## config.mk

```make
export PLATFORM = sky130hd
export DESIGN_NAME = calc_key_sequencer
export DESIGN_NICKNAME = d
export VERILOG_FILES = /design/src/rtl/calc_key_sequencer.sv
export SDC_FILE = /design/constraint.sdc
export NUM_CORES = 1
export LEC_CHECK = 0
export ABC_AREA = 1
export ABC_CLOCK_PERIOD_IN_PS = 1770
export BUFFER_PORTS_ARGS = -buffer_cell sky130_fd_sc_hd__buf_2
export CORE_MARGIN = 10
export CORE_UTILIZATION = 57
export CTS_CLUSTER_DIAMETER = 80
export DETAILED_ROUTE_END_ITERATION = 8
export PLACE_DENSITY = 0.81
export SKIP_LAST_GASP = 1
export SYNTH_ARGS = -nofsm -noshare
export SYNTH_HDL_FRONTEND = slang
export SYNTH_SLANG_ARGS = --single-unit
```

## constraint.sdc

```tcl
create_clock -name clock -period 1.77 [get_ports clock]
set_clock_uncertainty 0.05 [all_clocks]
set_input_delay 0 -clock clock [delete_from_list [all_inputs] [get_ports clock]]
set_output_delay 0 -clock clock [all_outputs]
set_load 0.01 [all_outputs]
```

## src/rtl/calc_key_sequencer.sv

```systemverilog
// Key-to-command sequencer for the calculator: buffers one key, emits ordered register pulses,
// and runs the ALU start/done handshake with a watchdog and error lockout.
module calc_key_sequencer #(
   parameter int ALU_TIMEOUT = 64
) (
   input  logic       clock,
   input  logic       reset,
   input  logic       key_valid_i,
   input  logic [4:0] key_code_i,
   output logic       key_ready_o,
   output logic       key_lost_o,
   output logic       newhex_o,
   output logic [3:0] hexcode_o,
   output logic       newop_o,
   output logic       eq_o,
   output logic       BS_o,
   output logic       CE_o,
   output logic [1:0] op_sel_o,
   output logic       alu_start_o,
   input  logic       alu_done_i,
   input  logic       alu_ovf_i,
   output logic       busy_o,
   output logic       err_o
);

   localparam int WDW = $clog2(ALU_TIMEOUT + 1);

   localparam logic [4:0] KEY_ADD = 5'h10;
   localparam logic [4:0] KEY_MUL = 5'h12;
   localparam logic [4:0] KEY_EQ  = 5'h13;
   localparam logic [4:0] KEY_BS  = 5'h14;
   localparam logic [4:0] KEY_CE  = 5'h15;

   typedef enum logic [2:0] {IDLE, START, WAIT, COMMIT_EQ, COMMIT_OP, ERROR} state_t;

   state_t           state_q, state_d;
   logic             bufValid_q, bufValid_d;
   logic [4:0]       bufCode_q, bufCode_d;
   logic             keyLost_q, keyLost_d;
   logic             newhex_q, newhex_d;
   logic [3:0]       hexcode_q, hexcode_d;
   logic             newop_q, newop_d;
   logic             bs_q, bs_d;
   logic             ce_q, ce_d;
   logic             pendValid_q, pendValid_d;
   logic [1:0]       pendOp_q, pendOp_d;
   logic             nextValid_q, nextValid_d;
   logic [1:0]       nextOp_q, nextOp_d;
   logic [2:0]       count_q, count_d;
   logic [1:0]       opSel_q, opSel_d;
   logic [WDW-1:0]   wdog_q, wdog_d;

   logic             isDigit;
   logic             isOperator;

   assign isDigit    = ~bufCode_q[4];
   assign isOperator = (bufCode_q >= KEY_ADD) && (bufCode_q <= KEY_MUL);

   // Next-state logic: the buffered key is only acted upon in IDLE or ERROR; pulses are registered.
   always_comb begin
      state_d     = state_q;
      bufValid_d  = bufValid_q;
      bufCode_d   = bufCode_q;
      keyLost_d   = key_valid_i & bufValid_q;
      newhex_d    = 1'b0;
      hexcode_d   = hexcode_q;
      newop_d     = 1'b0;
      bs_d        = 1'b0;
      ce_d        = 1'b0;
      pendValid_d = pendValid_q;
      pendOp_d    = pendOp_q;
      nextValid_d = nextValid_q;
      nextOp_d    = nextOp_q;
      count_d     = count_q;
      opSel_d     = opSel_q;
      wdog_d      = wdog_q;

      if (key_valid_i && !bufValid_q) begin
         bufValid_d = 1'b1;
         bufCode_d  = key_code_i;
      end

      unique case (state_q)
         IDLE: begin
            if (bufValid_q) begin
               bufValid_d = 1'b0;
               if (isDigit) begin
                  if (count_q < 3'd4) begin
                     newhex_d  = 1'b1;
                     hexcode_d = bufCode_q[3:0];
                     count_d   = count_q + 3'd1;
                  end
               end else if (bufCode_q == KEY_BS) begin
                  bs_d = 1'b1;
                  if (count_q != 3'd0) count_d = count_q - 3'd1;
               end else if (bufCode_q == KEY_CE) begin
                  ce_d    = 1'b1;
                  count_d = 3'd0;
               end else if (isOperator) begin
                  if (pendValid_q && (count_q != 3'd0)) begin
                     nextValid_d = 1'b1;
                     nextOp_d    = bufCode_q[1:0];
                     opSel_d     = pendOp_q;
                     state_d     = START;
                  end else if (pendValid_q) begin
                     pendOp_d = bufCode_q[1:0];
                  end else begin
                     newop_d     = 1'b1;
                     pendValid_d = 1'b1;
                     pendOp_d    = bufCode_q[1:0];
                     count_d     = 3'd0;
                  end
               end else if (bufCode_q == KEY_EQ) begin
                  if (pendValid_q) begin
                     nextValid_d = 1'b0;
                     opSel_d     = pendOp_q;
                     state_d     = START;
                  end
               end
            end
         end
         START: begin
            wdog_d  = '0;
            state_d = WAIT;
         end
         WAIT: begin
            // A done in the same cycle as the timeout still wins.
            if (alu_done_i) begin
               state_d = alu_ovf_i ? ERROR : COMMIT_EQ;
            end else if (wdog_q >= WDW'(ALU_TIMEOUT - 1)) begin
               wdog_d  = WDW'(ALU_TIMEOUT);
               state_d = ERROR;
            end else begin
               wdog_d = wdog_q + 1'b1;
            end
         end
         COMMIT_EQ: begin
            count_d = 3'd0;
            if (nextValid_q) begin
               state_d = COMMIT_OP;
            end else begin
               pendValid_d = 1'b0;
               state_d     = IDLE;
            end
         end
         COMMIT_OP: begin
            pendValid_d = 1'b1;
            pendOp_d    = nextOp_q;
            nextValid_d = 1'b0;
            state_d     = IDLE;
         end
         ERROR: begin
            if (bufValid_q) begin
               bufValid_d = 1'b0;
               if (bufCode_q == KEY_CE) begin
                  ce_d        = 1'b1;
                  pendValid_d = 1'b0;
                  nextValid_d = 1'b0;
                  count_d     = 3'd0;
                  state_d     = IDLE;
               end
            end
         end
         default: state_d = IDLE;
      endcase
   end

   // State and pulse registers with synchronous reset.
   always_ff @(posedge clock) begin
      if (reset) begin
         state_q     <= IDLE;
         bufValid_q  <= 1'b0;
         bufCode_q   <= '0;
         keyLost_q   <= 1'b0;
         newhex_q    <= 1'b0;
         hexcode_q   <= '0;
         newop_q     <= 1'b0;
         bs_q        <= 1'b0;
         ce_q        <= 1'b0;
         pendValid_q <= 1'b0;
         pendOp_q    <= '0;
         nextValid_q <= 1'b0;
         nextOp_q    <= '0;
         count_q     <= '0;
         opSel_q     <= '0;
         wdog_q      <= '0;
      end else begin
         state_q     <= state_d;
         bufValid_q  <= bufValid_d;
         bufCode_q   <= bufCode_d;
         keyLost_q   <= keyLost_d;
         newhex_q    <= newhex_d;
         hexcode_q   <= hexcode_d;
         newop_q     <= newop_d;
         bs_q        <= bs_d;
         ce_q        <= ce_d;
         pendValid_q <= pendValid_d;
         pendOp_q    <= pendOp_d;
         nextValid_q <= nextValid_d;
         nextOp_q    <= nextOp_d;
         count_q     <= count_d;
         opSel_q     <= opSel_d;
         wdog_q      <= wdog_d;
      end
   end

   assign key_ready_o = ~bufValid_q;
   assign key_lost_o  = keyLost_q;
   assign newhex_o    = newhex_q;
   assign hexcode_o   = hexcode_q;
   assign newop_o     = newop_q | (state_q == COMMIT_OP);
   assign eq_o        = (state_q == COMMIT_EQ);
   assign BS_o        = bs_q;
   assign CE_o        = ce_q;
   assign op_sel_o    = opSel_q;
   assign alu_start_o = (state_q == START);
   assign busy_o      = (state_q != IDLE);
   assign err_o       = (state_q == ERROR);

endmodule

```

==> flow_summary.toml <==
[run_status]
status = "complete, no violations"

[power_and_ir_drop]
switchingPower_w = 0.000454
p_sw_share_pct = 29.6
internal-power_w = 0.00108
p_leak_nw = 1.09
ir_drop_mv = 0.590
cellPowerDensity_nw_per_um2 = 668
pwr-share-seq_pct = 56.4
combPwrFrac_pct = 13.6
clkPwrFrac_pct = 30.0

[floorplanning]
fp-row-count = 21
start_util_pct = 58.8
die_x_um = 78.7
core-area_um2 = 3340
dieArea_um2 = 6190
die_h_um = 78.7
ioPinCount = 26

[setup_path]
reg2reg_from = "state_q[1]$_SDFFE_PP0P_"
required_ns = 2.02
cp_max_fo = 10
path_cells = "nor2_2 > nand2_4 > nor2_1 > nand2_1 > nor2_1 > nor2_1 > nand4_1 > nand2_1 > nor2_1"
critPathBufInv = 0
crit_path_start = "state_q[1]$_SDFFE_PP0P_"
critical-path-top-delay-family = "simple AND/OR/NAND/NOR gates"
cp-end-kind = "flop"
critical-path-max-stage-delay_ns = 0.41
crit_top_cell = "nor2_1"
worstSetupPathType = "flop to flop"
slowest_stage = "dfxtp_1"
start_kind = "flop"
arrival_ns = 1.91

[synthesis]
synth_cells = 297
avgSynthCellArea_um2 = 6.61
synth_nets = 311
synth_area_um2 = 1960
yosysUniqueCellTypes = 30
ys_seq_elements = 36
seq_area_frac_synth_pct = 36.7
yosys_warnings = 0

[timing]
period_needed_ns = 1.66
drv_slew = 0
finalCritPeriodShare_pct = 93.7
holdWs_ns = 0.371
relSlewSlack_pct = 75.4
finalSetupViolations = 0
fmax_ghz = 0.603
hold_viol = 0
tightest_slew_ns = 0.369
rsz0062_at_grt = "true"

[drt]
drtPass1Iterations = 5
dr.first_iter.drc_count = 267
drc = 0
num_vias = 1990
wl_um = 4570
wire_per_inst_um = 12.0
antenna_left = 0
viasPerCell = 5.21

[placement]
hpwl_um = 3450
io_buffer_count = 25
place_congestion = 0.900
place_area_um2 = 2140

[cts]
cts_root_buf = "clkbuf_4"
htreeDepth = 2
clkTransAtPathRegs_ns = 0.11
numCtsBuffers = 5
clockBufferDepth = 2
tritoncts = "built"
clock_latency_ns = 0.36
cts.sink_count = 36

[global_route]
grt_first_pass_wirelength_um = 7700
antenna_found_initial = 0
grt_max_degree = 14
grtUsageTotal_pct = 15.0
grt_overflow = 0
first_global_vias = 1782

[layout]
drive_gt1_share_pct = 18.2
syn_to_final_growth_pct = 16.8
stdcell_area_um2 = 2290
nNetsFinal = 349
antenna_cells = 0

[hold_path]
min_path_type = "input pin to flop"
min_from = "key_valid_i"

[flow_run]
max-cap-violations = 0
cell families (layout without fill, tap and decap cells):
kind of cell / after synthesis / after routing / share of synthesized area (%)
AOI/OAI and AO/OA: 48 / 48 / 12.7
xor gates and xnor gates: 1 / 1 / 0.447
adders and majority gates: 4 / 4 / 2.55
buffers and inverters: 55 / 94 / 11.0
DFF: 36 / 36 / 36.7
and+or+nand+nor: 153 / 153 / 36.6
worst reg2reg max path, stage by stage (launching register included):
cell	delay, ns
dfxtp_1	0.41
nor2_2	0.31
nand2_4	0.14
nor2_1	0.19
nand2_1	0.09
nor2_1	0.12
nor2_1	0.09
nand4_1	0.08
nand2_1	0.05
nor2_1	0.08
what timing repair did:
item | 4_1_cts | 5_1_grt
gates resized for setup | 0 | 5
buffers inserted | 0 | 0
hold buffers | 9 | 0
endpoints found under the hold margin | 15 | 0
setup endpoints to repair | 0 | 11
registers in the layout, summed over array words and instances (netlist names), 2 cells and up:
| name | cells |
|---|---|
| state_q | 3 |
| hexcode_o | 4 |
| op_sel_o | 2 |
| bufCode_q | 5 |
| count_q | 3 |
| wdog_q | 7 |
| pendOp_q | 2 |
| nextOp_q | 2 |
stage by stage:
stage | setup TNS, ns | cells | util, % | setup WS [ns] | total power, W
floorplan | 0 | 297 | - | 0.359 | 0.00102
global placement | 0 | 365 | 64.0 | 0.0841 | 0.00106
detailed placement | 0 | 365 | 64.0 | 0.0568 | 0.00107
CTS | 0 | 382 | 68.4 | 0.0164 | 0.00153
global route | -0.120 | 382 | 68.7 | -0.0539 | 0.00159
finish | 0 | 382 | 68.7 | 0.112 | 0.00153
worst paths after layout:
kind / endpoint / slack [ns] / cells past startpoint
setup / recovery: count_q[0]$_SDFFE_PP0P_ / 0.11 / 9
hold / removal: key_lost_o$_SDFF_PP0_ / 0.37 / 4
setup reg to reg: count_q[0]$_SDFFE_PP0P_ / 0.11 / 9
hold reg to reg: nextValid_q$_SDFFE_PP0P_ / 0.41 / 2
cell usage in the layout, fill, tap and decap left out, types with 6 or more instances in the layout:
| cell type | instances |
|---|---|
| nand2_1 | 61 |
| nor2_1 | 40 |
| buf_2 | 25 |
| nand4_1 | 6 |
| dlygate4sd3_1 | 9 |
| o21ai_0 | 20 |
| a21oi_1 | 24 |
| nand3_1 | 21 |
| dfxtp_1 | 33 |
| inv_1 | 43 |
layout make-up:
type | count | area (um^2)
fillers | 301 | 1040
multi-input cells | 206 | 1030
flip-flops and latches | 36 | 727
repair buffers | 37 | 238
inverters | 49 | 184
well taps | 46 | 57.6
clock buffers | 6 | 41.3
clock inverters | 2 | 16.3
power by group through the flow:
stage	Clock [W]	Combinational, W	Sequential [W]
final	0.000460	0.000209	0.000864
after global routing	0.000489	0.000237	0.000868
after CTS	0.000460	0.000205	0.000863
after detailed placement	0	0.000189	0.000881
after global placement	0	0.000185	0.000880
after floorplan	0	0.000144	0.000873
synth_stat cells:
cell	instances	area, um^2
nand3_1	21	105
nor2_1	41	154
nand3_2	2	20.0
nand4_1	6	37.5
o21ai_1	1	5.00
nor3_2	2	20.0
or2_2	1	6.26
o21a_1	1	7.51
xor2_1	1	8.76
o21ai_0	20	100
nor2_2	2	12.5
nor3_1	5	25.0
a21oi_1	24	120
nand2_1	61	229
dfxtp_1	36	721
buf_4	2	15.0
ha_1	4	50.1
clkinv_1	1	3.75
clkbuf_1	3	11.3
nand2_2	3	18.8
inv_2	5	18.8
nand3b_1	2	15.0
o21ai_2	1	8.76
inv_1	43	161
a21boi_0	1	7.51
buf_2	1	5.00
nor2_4	2	22.5
nor3b_2	1	12.5
nor4_1	1	6.26
nand2_4	3	33.8
metal layers:
| metal | global-route usage [%] | vias to the layer above | part of all wire [%] |
|---|---|---|---|
| met5 | 0 | - | 0 |
| met4 | 6.63 | 0 | 1.5 |
| met3 | 3.99 | 10 | 7.7 |
| met2 | 24.4 | 70 | 47 |
| met1 | 18.0 | 889 | 44 |
| li1 | - | 1021 | - |
Note: power is estimated with default switching activity, not from simulation.
